`src/rtl/shared_mem_arbiter.sv`:
```
// Round-robin arbiter that grants one processing element at a time a burst
// of consecutive-address beats on a single shared memory port.
module shared_mem_arbiter #(
  parameter int NUM_REQ = 4,
  parameter int ADDR_W  = 16,
  parameter int DATA_W  = 32,
  parameter int LEN_W   = 3
) (
  input  logic                        i_clk,
  input  logic                        i_rst,
  input  logic [NUM_REQ-1:0]          i_req,
  input  logic [NUM_REQ-1:0]          i_we,
  input  logic [NUM_REQ*ADDR_W-1:0]   i_addr,
  input  logic [NUM_REQ*LEN_W-1:0]    i_len,
  input  logic [NUM_REQ*DATA_W-1:0]   i_wdata,
  output logic [NUM_REQ-1:0]          o_gnt,
  output logic [LEN_W-1:0]            o_beat,
  output logic [NUM_REQ-1:0]          o_done,
  output logic [NUM_REQ-1:0]          o_rvalid,
  output logic [DATA_W-1:0]           o_rdata,
  output logic                        o_mem_en,
  output logic                        o_mem_we,
  output logic [ADDR_W-1:0]           o_mem_addr,
  output logic [DATA_W-1:0]           o_mem_wdata,
  input  logic [DATA_W-1:0]           i_mem_rdata
);

  localparam int IDX_W = (NUM_REQ > 1) ? $clog2(NUM_REQ) : 1;

  typedef enum logic {
    ST_IDLE  = 1'b0,
    ST_BURST = 1'b1
  } state_t;

  state_t               state_r, state_nx_s;
  logic [IDX_W-1:0]     rr_ptr_r, rr_ptr_nx_s;
  logic [IDX_W-1:0]     win_r, win_nx_s;
  logic                 we_r, we_nx_s;
  logic [LEN_W-1:0]     len_r, len_nx_s;
  logic [LEN_W-1:0]     beat_r, beat_nx_s;
  logic [NUM_REQ-1:0]   gnt_r, gnt_nx_s;
  logic [NUM_REQ-1:0]   done_r, done_nx_s;
  logic [NUM_REQ-1:0]   rvalid_r, rvalid_nx_s;
  logic                 mem_en_r, mem_en_nx_s;
  logic                 mem_we_r, mem_we_nx_s;
  logic [ADDR_W-1:0]    mem_addr_r, mem_addr_nx_s;
  logic [IDX_W-1:0]     sel_s;
  logic                 any_req_s;
  logic [LEN_W-1:0]     sel_len_s;

  function automatic logic [NUM_REQ-1:0] idx_onehot(input logic [IDX_W-1:0] idx);
    logic [NUM_REQ-1:0] v;
    for (int i = 0; i < NUM_REQ; i++) begin
      v[i] = (IDX_W'(i) == idx);
    end
    return v;
  endfunction

  assign any_req_s = |i_req;
  assign sel_len_s = i_len[sel_s*LEN_W +: LEN_W];

  // Round-robin search from rr_ptr upward, wrapping modulo NUM_REQ
  always_comb begin
    logic found_v;
    int   k_v;
    found_v = 1'b0;
    sel_s   = rr_ptr_r;
    k_v     = 0;
    for (int i = 0; i < NUM_REQ; i++) begin
      k_v = int'(rr_ptr_r) + i;
      k_v = (k_v >= NUM_REQ) ? (k_v - NUM_REQ) : k_v;
      if (!found_v && i_req[k_v]) begin
        sel_s   = IDX_W'(k_v);
        found_v = 1'b1;
      end else begin
        found_v = found_v;
      end
    end
  end

  // FSM state register
  always_ff @(posedge i_clk) begin
    if (i_rst) begin
      state_r <= ST_IDLE;
    end else begin
      state_r <= state_nx_s;
    end
  end

  // FSM next-state logic
  always_comb begin
    state_nx_s = ST_IDLE;
    case (state_r)
      ST_IDLE: begin
        if (any_req_s) state_nx_s = ST_BURST;
        else           state_nx_s = ST_IDLE;
      end
      ST_BURST: begin
        if (beat_r == len_r) state_nx_s = ST_IDLE;
        else                 state_nx_s = ST_BURST;
      end
      default: state_nx_s = ST_IDLE;
    endcase
  end

  // Next values of the burst context and of every registered output
  always_comb begin
    rr_ptr_nx_s   = rr_ptr_r;
    win_nx_s      = win_r;
    we_nx_s       = we_r;
    len_nx_s      = len_r;
    beat_nx_s     = {LEN_W{1'b0}};
    gnt_nx_s      = {NUM_REQ{1'b0}};
    done_nx_s     = {NUM_REQ{1'b0}};
    mem_en_nx_s   = 1'b0;
    mem_we_nx_s   = 1'b0;
    mem_addr_nx_s = {ADDR_W{1'b0}};
    // A read beat issued this cycle returns its data one cycle later
    rvalid_nx_s   = (mem_en_r && !mem_we_r) ? gnt_r : {NUM_REQ{1'b0}};
    case (state_r)
      ST_IDLE: begin
        if (any_req_s) begin
          win_nx_s      = sel_s;
          we_nx_s       = i_we[sel_s];
          len_nx_s      = sel_len_s;
          gnt_nx_s      = idx_onehot(sel_s);
          mem_en_nx_s   = 1'b1;
          mem_we_nx_s   = i_we[sel_s];
          mem_addr_nx_s = i_addr[sel_s*ADDR_W +: ADDR_W];
          done_nx_s     = (sel_len_s == {LEN_W{1'b0}}) ? idx_onehot(sel_s) : {NUM_REQ{1'b0}};
        end else begin
          win_nx_s = win_r;
        end
      end
      ST_BURST: begin
        if (beat_r == len_r) begin
          rr_ptr_nx_s = (win_r == IDX_W'(NUM_REQ - 1)) ? {IDX_W{1'b0}} : (win_r + IDX_W'(1'b1));
        end else begin
          gnt_nx_s      = gnt_r;
          beat_nx_s     = beat_r + LEN_W'(1'b1);
          mem_en_nx_s   = 1'b1;
          mem_we_nx_s   = we_r;
          mem_addr_nx_s = mem_addr_r + ADDR_W'(1'b1);
          done_nx_s     = ((beat_r + LEN_W'(1'b1)) == len_r) ? gnt_r : {NUM_REQ{1'b0}};
        end
      end
      default: begin
        rr_ptr_nx_s = rr_ptr_r;
      end
    endcase
  end

  // Burst context and output registers; reset aborts any burst in flight
  always_ff @(posedge i_clk) begin
    if (i_rst) begin
      rr_ptr_r   <= {IDX_W{1'b0}};
      win_r      <= {IDX_W{1'b0}};
      we_r       <= 1'b0;
      len_r      <= {LEN_W{1'b0}};
      beat_r     <= {LEN_W{1'b0}};
      gnt_r      <= {NUM_REQ{1'b0}};
      done_r     <= {NUM_REQ{1'b0}};
      rvalid_r   <= {NUM_REQ{1'b0}};
      mem_en_r   <= 1'b0;
      mem_we_r   <= 1'b0;
      mem_addr_r <= {ADDR_W{1'b0}};
    end else begin
      rr_ptr_r   <= rr_ptr_nx_s;
      win_r      <= win_nx_s;
      we_r       <= we_nx_s;
      len_r      <= len_nx_s;
      beat_r     <= beat_nx_s;
      gnt_r      <= gnt_nx_s;
      done_r     <= done_nx_s;
      rvalid_r   <= rvalid_nx_s;
      mem_en_r   <= mem_en_nx_s;
      mem_we_r   <= mem_we_nx_s;
      mem_addr_r <= mem_addr_nx_s;
    end
  end

  assign o_gnt       = gnt_r;
  assign o_beat      = beat_r;
  assign o_done      = done_r;
  assign o_rvalid    = rvalid_r;
  assign o_mem_en    = mem_en_r;
  assign o_mem_we    = mem_we_r;
  assign o_mem_addr  = mem_addr_r;
  // Write data is steered straight from the granted requester's current-beat slice
  assign o_mem_wdata = mem_en_r ? i_wdata[win_r*DATA_W +: DATA_W] : {DATA_W{1'b0}};
  assign o_rdata     = (|rvalid_r) ? i_mem_rdata : {DATA_W{1'b0}};

endmodule

```
`config.mk`:
```
export PLATFORM = sky130hd
export DESIGN_NAME = shared_mem_arbiter
export DESIGN_NICKNAME = d
export VERILOG_FILES = /design/src/rtl/shared_mem_arbiter.sv
export SDC_FILE = /design/constraint.sdc
export NUM_CORES = 1
export LEC_CHECK = 0
export CAP_MARGIN = 25
export CORE_AREA = 3 3 130 132
export CTS_CLUSTER_SIZE = 20
export DETAILED_ROUTE_END_ITERATION = 8
export DIE_AREA = 0 0 133 135
export DONT_BUFFER_PORTS = 1
export PLACE_DENSITY = 0.43
export SLEW_MARGIN = 10
export SYNTH_ARGS = -nofsm -noshare
export SYNTH_HDL_FRONTEND = slang
export SYNTH_SLANG_ARGS = --single-unit
```
`constraint.sdc`:
```
create_clock -name i_clk -period 5.4 [get_ports i_clk]
set_clock_uncertainty 0.15 [all_clocks]
set_input_delay 1.08 -clock i_clk [delete_from_list [all_inputs] [get_ports i_clk]]
set_output_delay 1.08 -clock i_clk [all_outputs]
set_load 0.05 [all_outputs]
```
; ---- Word level (Yosys, flattened, before mapping)
; Index checks and enable logic that the tools add are counted.
[totals]
inputBits = 246
regBits = 41
out_inout_bits = 97
elab_cells = 104
[classes]
n_eq_ne = 7
n_reduce_logical = 16
mux = 45
bitwise = 2
n_addsub = 10
n_mul = 1
shift = 3
magnitude_cmp = 9
[op_table]
columns = op, count
row1 = $mux 32, 6
row2 = $lt 32x4->1 const B, 4
row3 = $shiftx 128x8->32, 1
row4 = $shiftx 64x7->16, 1
row5 = $mux 16, 2
row6 = $pmux 16 s2, 1
row7 = $mux 4, 6
row8 = $add 16x1->16 const B, 1
row9 = $mux 1, 16
row10 = $pmux 4 s2, 2
row11 = $shiftx 12x5->3, 1
row12 = $sub 3x3->4 const B, 3
row13 = $bmux 1 s2, 5
row14 = $mux 2, 5
row15 = $ge 3x3->1 const B, 3
row16 = $reduce_or 4->1, 2
row17 = $add 2x2->3 const B, 2
row18 = $eq 3x3->1, 2
row19 = $eq 2x2->1 const A, 2
row20 = $logic_and 1x1->1, 4
row21 = $logic_not 1->1, 4
row22 = $mul 2x2->4 const B, 1
row23 = $pmux 1 s2, 2
row24 = $reduce_and 2->1, 2
row25 = 14 further kinds, 15

; ---- Longest topological paths before layout
[logic_depth]
word_depth = 21
ltp_mapped = 8
mapped_depth_nobuf = 7

; ---- Worst setup path before layout
; OpenSTA, ideal clock, no wires.
[synth_path]
kind = reg-to-output
start = register win_r[0]
end = output o_mem_wdata[13]
required_time_ps = 4170
path_buffers = 2
slack_ps = 2108
arrival_time_ps = 2062
stages_incl_launch_ff = 5
cell_sequence = dfxtp_1 -> clkbuf_1 -> buf_1 -> mux4_2 -> and2_1
[synth_via]
elab_chain_len = 2
[synth_rtl]
columns = item, line_no
row1 = from (decl), 37  ; logic [IDX_W-1:0] win_r, win_nx_s;
row2 = from (signal assigned), 157  ; win_r <= {IDX_W{1'b0}};
row3 = from (signal assigned), 169  ; win_r <= win_nx_s;
row4 = $shiftx 128x8->32, 190  ; assign o_mem_wdata = mem_en_r ? i_wdata[win_r*DATA_W +: DATA_W] : {DATA_W{1'b0}};
row5 = $mux 32, 190
row6 = to (decl), 24  ; output logic [DATA_W-1:0] o_mem_wdata,
; No other way between the ends.

; ---- Worst setup path in the final report
[layout_path]
start = register rvalid_r[1] (netlist: o_rvalid[1])
end = output o_rdata[28]
[layout_via]
elab_chain_len = 2
[layout_rtl]
columns = item, line_no
row1 = from (decl), 43  ; logic [NUM_REQ-1:0] rvalid_r, rvalid_nx_s;
row2 = from (signal assigned), 163  ; rvalid_r <= {NUM_REQ{1'b0}};
row3 = from (signal assigned), 175  ; rvalid_r <= rvalid_nx_s;
row4 = $reduce_or 4->1, 191  ; assign o_rdata = (|rvalid_r) ? i_mem_rdata : {DATA_W{1'b0}};
row5 = $mux 32, 191
row6 = to (decl), 20  ; output logic [DATA_W-1:0] o_rdata,
; No other way between the ends.

==> results.yml <==
global_route:
  gr-total-overflow: 0
  grt_pass1_wl_um: 19800
  grt_max_degree: 41
  grt_usage: 0.144
  grt_pass1_vias: 3177
  antenna_found_initial: 5
setup_path:
  crit_slowest_cell: "nor2b_1"
  crit_path_end_kind: "output port"
  critPathTopFamily: "simple AND/OR/NAND/NOR gates"
  cp-start-kind: "flip-flop"
  critPathBufInv: 1
  slowest_delay_ps: 810
  startpoint: "o_rvalid[1]"
  cp.arrival_ps: 2140
  crit_chain: "nor4_2, buf_4, nor2b_1"
  critPathKind: "reg2out"
  cp_max_fo: 32
  worstPathRequired_ps: 4170
  timing.rr.start: "rr_ptr_r[1]"
floorplan:
  fp.dieW_um: 133
  dieArea_um2: 18000
  ioPinCount: 343
  rows: 46
  coreArea_um2: 15800
  start_util: 0.232
  die_y_um: 135
clock_network:
  clkLatencyLatePin_ps: 290
  cts_hold_buf: 0
  cts_buffers: 5
  clkTransAtPathRegs_ps: 60
  cts_resized: 0
  cts.path.max_buffers: 2
  root_buffer: "clkbuf_16"
  cts_sinks: 41
  cts_tree: "done"
  htree_levels: 2
  cts_setup_buffers: 0
logic_synthesis:
  synth_most_common_cell: "dfxtp_1"
  async_flop_share: 0
  postSynthAreaPerCell_um2: 9.73
  synth_commonest_cells: "dfxtp_1, and2_1, mux2i_1"
  synth_top_area_share: 0.224
  synth_nets: 626
  synthesis.area_um2: 3670
  synth_largest_area_cell: "dfxtp_1"
  seq_area_frac_synth: 0.224
  netlist-cell-type-count: 45
  ys_top_cells_by_area: "dfxtp_1, mux4_2, mux2i_1"
  synth-seq-cells: 41
  synthCells: 377
  synth-main-ff-cell: "dfxtp_1"
  yosysWarnings: 0
  synth-edff-count: 0
drt:
  drtIter0Drc: 69
  avgViaCountPerCell: 5.09
  wl_met3_um: 1420
  final_antenna_net_count: 0
  wl_per_cell_um: 24.2
  met2_length_um: 7910
  maxUsedRoutingLayer: "met4"
  firstDrtPassIters: 4
  met1_length_um: 4440
  wl_um: 14100
  vias: 2957
  remaining_drc_errors: 0
power_and_ir_drop:
  ir_worst_vdd_mv: 0.159
  power.density_nw_per_um2: 399
  p_leak_uw: 0.00131
timing:
  finalSetupTns_ps: 0
  slew_headroom: 0.327
  setup_viol: 0
  tightestPinTransition_ps: 1010
  slew_violations: 0
  hold_viol: 0
  min_period_ps: 3370
  timing.final.crit_share: 0.624
  rsz0062_at_grt: "false"
  clock.fmax_mhz: 297
cells_and_area:
  fin_util: 0.254
  syn_to_final_growth_pct: 9.48
  drive_above_1_share: 0.200
  fin_cells: 581
  final_nets: 608
placed_design:
  portBuffers: 0
  dp_hpwl_um: 11900
  gp_congestion: 0.824
  dpl.cell_count: 567
min_path:
  hp-class: "reg2reg"
  worstHoldStart: "we_r"
job:
  maxCapViolCount: 0
outcome:
  status: "complete, no violations"
## report_power, final
part           switching [uW]  leakage [uW]  internal [uW]
sequential                196      0.000337            349
combinational             463      0.000888            250
clock                     125     0.0000811            219
total                     784       0.00131            818
## worst register-to-register path, cell delays in order, from the launching register on
cell and delay (ps):
dfxtp_1 370, and3b_1 240, a2111oi_4 450, or2_2 420, buf_12 270, mux2i_1 230
mux2_2 200, o22ai_2 80
## final timing paths
kind	endpoint	slack, ps	cells after the start
max	o_rdata[28]	2030	3
max reg2reg	o_mem_we	2830	7
min	o_mem_we	320	2
min reg2reg	o_mem_we	320	2
## cells by family after synthesis
kind of cell / count (synthesis) / synth area share
XOR/XNOR: 20 / 0.0477
flip-flops: 41 / 0.224
AND/OR/NAND/NOR: 143 / 0.218
buffers and inverters: 38 / 0.0576
AO/OA/AOI/OAI: 45 / 0.0900
multiplexers: 87 / 0.353
adder cells (fa/ha/maj): 3 / 0.0102
## routing by layer
metal  up-vias  GRT usage
met4         0     0.0502
met3        18     0.0548
li1       1340          -
met2       205      0.284
met5         -          0
met1      1394      0.134
## sequential cells by signal, indices dropped and copies added, names as in the netlist
| signal | count |
|---|---|
| len_r | 3 |
| o_beat | 3 |
| o_done | 4 |
| o_gnt | 4 |
| o_mem_addr | 16 |
| o_mem_en | 1 |
| o_mem_we | 1 |
| o_rvalid | 4 |
| rr_ptr_r | 2 |
| we_r | 1 |
| win_r | 2 |
## metrics by stage
| stage | total power (uW) | area, um^2 | hold WS [ps] | setup slack (ps) |
|---|---|---|---|---|
| 4_1_cts | 1620 | 3980 | 318 | 2010 |
| 3_3_place_gp | 1250 | 3790 | 300 | 1770 |
| 5_1_grt | 1690 | 4020 | 353 | 1930 |
| 6_report | 1600 | 4020 | 318 | 2030 |
| 3_5_place_dp | 1260 | 3810 | 306 | 2140 |
| 2_1_floorplan | 1170 | 3670 | 284 | 2110 |
## layout make-up
cell class / count / area, um^2
multi-input cells: 298 / 2640
diodes: 5 / 12.5
fillers: 1719 / 11800
well taps: 216 / 270
repair buffers: 5 / 70.1
clock buffers: 6 / 129
clock inverters: 2 / 38.8
flip-flops and latches: 41 / 823
inverters: 8 / 30.0
## cells in the final DEF, fill, tap and decap left out, drive strengths merged, types with 2 or more instances in the layout
master	n
or3	7
nor3b	2
and3	2
diode	5
nand3	7
ha	3
nor2	18
clkbuf	6
o21ai	8
nor4	2
nand4	3
nand2	19
xnor2	9
or4	2
dfxtp	41
and2	37
a211oi	2
mux2i	37
nor3	4
o22ai	18
xor2	11
mux4	32
o211a	3
nor2b	34
a21oi	9
mux2	18
buf	5
or2	2
inv	8
Power figures use the tool's default switching activity.
